**src/rtl/morse_tx_scheduler.sv**
```systemverilog
// Morse keyer: queues {sym_len, sym_bits} symbols in a circular FIFO and keys dit/dah marks on unit timing.
// Build option MORSE_WORD_GAP_EN: len==0 entries are queued and emit a 4-unit word gap (else they are dropped).
//   state    | meaning
//   IDLE     | waiting for a queued entry
//   MARK     | keyed element (1 unit dit, 3 units dah)
//   GAP      | 1-unit space after every element
//   CHAR_GAP | 2 further units closing a character
//   WORD_GAP | 4 units for a word-gap entry (MORSE_WORD_GAP_EN only)
module morse_tx_scheduler #(
  parameter int BUFFER_LENGTH = 10,
  parameter int UNIT_CYCLES   = 2400000
) (
  input  logic       clk,
  input  logic       rst,
  input  logic [4:0] sym_bits,
  input  logic [2:0] sym_len,
  input  logic       sym_valid,
  output logic       sym_ready,
  output logic       morse_code_out,
  output logic       dit_out,
  output logic       dah_out,
  output logic       busy
);

  localparam int PTR_W = (BUFFER_LENGTH > 1) ? $clog2(BUFFER_LENGTH) : 1;
  localparam int CNT_W = $clog2(BUFFER_LENGTH + 1);
  localparam int TMR_W = $clog2(4 * UNIT_CYCLES);

  localparam logic [PTR_W-1:0] PTR_LAST = PTR_W'(BUFFER_LENGTH - 1);
  localparam logic [CNT_W-1:0] CNT_FULL = CNT_W'(BUFFER_LENGTH);

  // Timer load values are duration-1: the down-counter terminates at zero.
  localparam logic [TMR_W-1:0] T_DIT  = TMR_W'(UNIT_CYCLES - 1);
  localparam logic [TMR_W-1:0] T_CHAR = TMR_W'(2 * UNIT_CYCLES - 1);
  localparam logic [TMR_W-1:0] T_DAH  = TMR_W'(3 * UNIT_CYCLES - 1);
`ifdef MORSE_WORD_GAP_EN
  localparam logic [TMR_W-1:0] T_WORD = TMR_W'(4 * UNIT_CYCLES - 1);
`endif

  typedef enum logic [2:0] {
    IDLE     = 3'd0,
    MARK     = 3'd1,
    GAP      = 3'd2,
    CHAR_GAP = 3'd3
`ifdef MORSE_WORD_GAP_EN
    , WORD_GAP = 3'd4
`endif
  } state_t;

  logic [7:0]       mem_q [BUFFER_LENGTH];
  logic [PTR_W-1:0] wr_ptr_q, wr_ptr_d;
  logic [PTR_W-1:0] rd_ptr_q, rd_ptr_d;
  logic [CNT_W-1:0] count_q, count_d;

  state_t           state_q, state_d;
  logic [2:0]       elem_q, elem_d;
  logic [2:0]       len_q, len_d;
  logic [4:0]       bits_q, bits_d;
  logic [TMR_W-1:0] tmr_q, tmr_d;
  logic             dit_q, dit_d;
  logic             dah_q, dah_d;

  logic       fifo_empty;
  logic       fifo_full;
  logic       push_en;
  logic       pop_en;
  logic       load_next;
  logic       store_ok;
  logic [2:0] wr_len;
  logic [7:0] head;
  logic [2:0] head_len;
  logic [4:0] head_bits;
  logic [2:0] elem_nx;

  assign fifo_empty = (count_q == '0);
  assign fifo_full  = (count_q == CNT_FULL);
  assign sym_ready  = !fifo_full;

`ifdef MORSE_WORD_GAP_EN
  assign store_ok = 1'b1;
`else
  // Word-gap entries still complete the handshake but are never stored.
  assign store_ok = (sym_len != 3'd0);
`endif

  assign push_en   = sym_valid && sym_ready && store_ok;
  assign wr_len    = (sym_len > 3'd5) ? 3'd5 : sym_len;
  assign head      = mem_q[rd_ptr_q];
  assign head_len  = head[7:5];
  assign head_bits = head[4:0];
  assign elem_nx   = elem_q + 3'd1;

  always_comb begin
    wr_ptr_d = wr_ptr_q;
    rd_ptr_d = rd_ptr_q;
    count_d  = count_q;
    if (push_en) wr_ptr_d = (wr_ptr_q == PTR_LAST) ? '0 : wr_ptr_q + 1'b1;
    if (pop_en)  rd_ptr_d = (rd_ptr_q == PTR_LAST) ? '0 : rd_ptr_q + 1'b1;
    if (push_en && !pop_en)      count_d = count_q + 1'b1;
    else if (!push_en && pop_en) count_d = count_q - 1'b1;
  end

  always_comb begin
    state_d   = state_q;
    elem_d    = elem_q;
    len_d     = len_q;
    bits_d    = bits_q;
    tmr_d     = tmr_q;
    pop_en    = 1'b0;
    load_next = 1'b0;
    dit_d     = 1'b0;
    dah_d     = 1'b0;

    case (state_q)
      IDLE: load_next = !fifo_empty;
      MARK: begin
        if (tmr_q == '0) begin
          state_d = GAP;
          tmr_d   = T_DIT;
        end else begin
          tmr_d = tmr_q - 1'b1;
        end
      end
      GAP: begin
        if (tmr_q != '0) begin
          tmr_d = tmr_q - 1'b1;
        end else if (elem_nx == len_q) begin
          state_d = CHAR_GAP;
          tmr_d   = T_CHAR;
        end else begin
          state_d = MARK;
          elem_d  = elem_nx;
          tmr_d   = bits_q[elem_nx] ? T_DAH : T_DIT;
        end
      end
      // Terminal gap cycles chain straight into the next entry so silence is exact.
      CHAR_GAP: begin
        if (tmr_q == '0) begin
          state_d   = IDLE;
          load_next = !fifo_empty;
        end else begin
          tmr_d = tmr_q - 1'b1;
        end
      end
`ifdef MORSE_WORD_GAP_EN
      WORD_GAP: begin
        if (tmr_q == '0) begin
          state_d   = IDLE;
          load_next = !fifo_empty;
        end else begin
          tmr_d = tmr_q - 1'b1;
        end
      end
`endif
      default: state_d = IDLE;
    endcase

    if (load_next) begin
      pop_en = 1'b1;
      elem_d = '0;
      len_d  = head_len;
      bits_d = head_bits;
`ifdef MORSE_WORD_GAP_EN
      if (head_len == 3'd0) begin
        state_d = WORD_GAP;
        tmr_d   = T_WORD;
      end else
`endif
      begin
        state_d = MARK;
        tmr_d   = head_bits[0] ? T_DAH : T_DIT;
      end
    end

    dit_d = (state_d == MARK) && !bits_d[elem_d];
    dah_d = (state_d == MARK) &&  bits_d[elem_d];
  end

  always_ff @(posedge clk) begin
    if (rst) begin
      state_q  <= IDLE;
      elem_q   <= '0;
      len_q    <= '0;
      bits_q   <= '0;
      tmr_q    <= '0;
      dit_q    <= 1'b0;
      dah_q    <= 1'b0;
      wr_ptr_q <= '0;
      rd_ptr_q <= '0;
      count_q  <= '0;
    end else begin
      state_q  <= state_d;
      elem_q   <= elem_d;
      len_q    <= len_d;
      bits_q   <= bits_d;
      tmr_q    <= tmr_d;
      dit_q    <= dit_d;
      dah_q    <= dah_d;
      wr_ptr_q <= wr_ptr_d;
      rd_ptr_q <= rd_ptr_d;
      count_q  <= count_d;
    end
  end

  always_ff @(posedge clk) begin
    if (push_en) mem_q[wr_ptr_q] <= {wr_len, sym_bits};
  end

  assign dit_out        = dit_q;
  assign dah_out        = dah_q;
  assign morse_code_out = dit_q | dah_q;
  assign busy           = (state_q != IDLE) || !fifo_empty;

endmodule

```
**config.mk**
```make
export PLATFORM = sky130hd
export DESIGN_NAME = morse_tx_scheduler
export DESIGN_NICKNAME = d
export VERILOG_FILES = /design/src/rtl/morse_tx_scheduler.sv
export SDC_FILE = /design/constraint.sdc
export NUM_CORES = 1
export LEC_CHECK = 0
export ABC_CLOCK_PERIOD_IN_PS = 6000
export CORE_ASPECT_RATIO = 1.4
export CORE_MARGIN = 5
export CORE_UTILIZATION = 66
export CTS_CLUSTER_DIAMETER = 200
export CTS_CLUSTER_SIZE = 40
export DETAILED_ROUTE_END_ITERATION = 16
export PLACE_DENSITY = 0.84
export REMOVE_ABC_BUFFERS = 1
export SLEW_MARGIN = 15
export SYNTH_ARGS = -nofsm -noshare
export SYNTH_HDL_FRONTEND = slang
export SYNTH_SLANG_ARGS = --single-unit
```
**constraint.sdc**
```tcl
create_clock -name clk -period 6 [get_ports clk]
set_input_delay 0.6 -clock clk [delete_from_list [all_inputs] [get_ports clk]]
set_output_delay 0.6 -clock clk [all_outputs]
set_load 0.05 [all_outputs]
```
==> results.toml <==
[clock_tree]
cts_root_buf = "clkbuf_16"
h-tree-depth = 4
path_clk_slew_ns = 0.06
cts_buffer_depth = 2
cts-buffers-inserted = 17
cts_hold_buf = 0
clk_latency_ns = 0.42
tritoncts = "yes"
cts.sinks = 136
post-cts-setup-buffers = 0
post_cts_resize_count = 0

[layout]
final_cells = 667
final_core_util_pct = 75.20
layout-drive-gt1-share_pct = 13.29
diodes = 0
area_delta_synth_final_pct = 12.89
layout_commonest_cell = "edfxtp_1"
final_cell_mix = "80 x edfxtp_1, 56 x dfxtp_1, 54 x nor2_1"
final_nets = 561

[die]
rows = 42
start_util_pct = 66.61
die_y_um = 125.0
dieArea_um2 = 11510
core-area_um2 = 9354
io_pins = 16
die_x_um = 92.12

[global_route]
grt_max_degree = 51
grt_usage_pct = 23.57
antenna_found_initial = 0
grt_pass1_wl_mm = 21.33
overflow = 0
grt_pass1_vias = 4459

[routing]
drc_errors = 0
drt_iter0_drc = 304
wire_per_inst_um = 19.16
viasPerCell = 6.493
vias = 4331
wl_mm = 12.78
ant_nets = 0
first_pass_iters = 5

[synthesis]
synth_seq_area_share_pct = 56.55
yosys_warnings = 0
synth_seq_cells = 136
ys.flop_type = "edfxtp_1"
synth_edf_count = 80
netlist_area_um2 = 6231
syn-instance-count = 532
synth_cell_types = 64
syn_area_per_cell_um2 = 11.71
async_reset_ff_share_pct = 0

[sta]
finalClockSkew_ns = 0.006765
min_period_ns = 3.785
fin_tns_setup_ns = 0
hold_viol_final = 0
period_share_pct = 63.09
rsz0062_at_grt = "false"
tightest_slew_ns = 0.9746
setup_viol = 0
max-slew-margin-rel_pct = 34.79
setup_slack_ns = 2.215
max_freq_ghz = 0.2642
slew_violations = 0
hold_slack_ns = 0.5108

[place]
dp_hpwl_mm = 8.429
io_buffers = 15
gp_congestion = 0.8883
dp_cells = 635
pre_cts_ws_ns = 2.294

[run_status]
status = "completed"

[power_and_ir_drop]
p_leak_nw = 2.364
peakVddDrop_v = 0.0004031
powerDensity_nw_per_um2 = 517.8

[setup_path]
cp.required_ns = 6.33
cp-startpoint = "tmr_q[0]"
crit_path_max_fanout = 14
crit_type = "flop to flop"
worstPathArrival_ns = 4.12
worstSetupStartpointType = "flop"
end_kind = "flop"
r2r_start = "tmr_q[0]"

[worst_hold_path]
hold_path.startpoint = "tmr_q[17]"
min_path_type = "flop to flop"

[job]
maxCapViolCount = 0
==> power breakdown <==
group | leakage, nW | switching, W | internal (W)
sequential | 1.18 | 0.000155 | 0.00111
combinational | 0.888 | 0.000811 | 0.000527
clock | 0.293 | 0.000415 | 0.000621
total | 2.36 | 0.00138 | 0.00226
==> state kept, by name, indices dropped and copies added (netlist names), named ones only <==
name / flops
elem_q: 3
tmr_q: 24
wr_ptr_q: 4
dit_out: 1
bits_q: 5
mem_q: 80
dah_out: 1
count_q: 4
len_q: 3
rd_ptr_q: 4
state_q: 3
==> layout make-up <==
class	instances	area (um^2)
clock buffers	17	425.4
clock inverters	15	163.9
fillers	559	2320
inverters	11	41.29
multi-input cells	355	2537
flip-flops and latches	136	3523
well taps	110	137.6
repair buffers	23	205.2
==> routing by layer <==
metal	track usage, %	share of wire [%]	vias to the layer above
met2	42.56	55	146
li1	-	-	2042
met5	0	0	-
met1	25.65	38	2110
met3	5.349	4.3	33
met4	11.81	2.7	0
==> synthesized netlist by cell type (3+ instances only) <==
library cell	count	area share [%]
mux2i_1	14	2.2
nor3b_1	4	0.48
nor4_4	3	1.0
a211oi_1	16	1.9
nand4_1	5	0.50
nor4_1	8	0.80
a21oi_1	44	3.5
nand2_1	28	1.7
or3_1	8	0.80
nor2b_1	14	1.4
a211o_1	3	0.42
edfxtp_1	80	39
a21o_1	4	0.48
nor3_1	21	1.7
nand3_1	7	0.56
xor2_1	3	0.42
clkbuf_1	21	1.3
o21ai_0	20	1.6
inv_1	11	0.66
nor2_1	54	3.3
mux4_2	17	6.1
and3_1	5	0.50
dfxtp_1	56	18
a311oi_1	8	1.1
ha_1	5	1.0
nand2b_1	6	0.60
o31ai_1	6	0.72
xnor2_1	9	1.3
or2_2	3	0.30
buf_2	7	0.56
==> stage by stage <==
stage	power [W]	cell area, um^2
CTS	0.003639	7034
detailed placement	0.002598	6445
global route	0.003854	7034
floorplan	0.002267	6102
finish	0.003642	7034
global placement	0.002539	6445
==> worst max-delay path: stages, from the launching register on <==
cell and delay, ns:
dfxtp_1 0.34, inv_1 0.08, ha_1 0.21, nor3b_4 0.32
nand4_2 0.28, nor3_1 0.29, or2_1 0.49, inv_1 0.14
ha_1 0.24, inv_1 0.12, ha_1 0.24, a21o_1 0.18
a21oi_1 0.20, xnor2_1 0.10, or3_1 0.31, a21oi_1 0.15
==> cells by family after synthesis <==
| logic type | synth area share [%] |
|---|---|
| AO/OA/AOI/OAI | 12.43 |
| XOR/XNOR | 2.068 |
| adder cells (fa/ha/maj) | 1.325 |
| buffers and inverters | 2.731 |
| flip-flops | 56.55 |
| multiplexers | 8.574 |
| other | 0.06018 |
| AND/OR/NAND/NOR | 16.27 |
==> worst paths after layout <==
kind | cells after the start | slack (ns) | end
worst max register to register | 15 | 2.21 | count_q[3]
worst max-delay path | 15 | 2.21 | count_q[3]
worst min-delay path | 2 | 0.51 | tmr_q[17]
worst min register to register | 2 | 0.51 | tmr_q[17]
(Power assumes the default switching activity.)
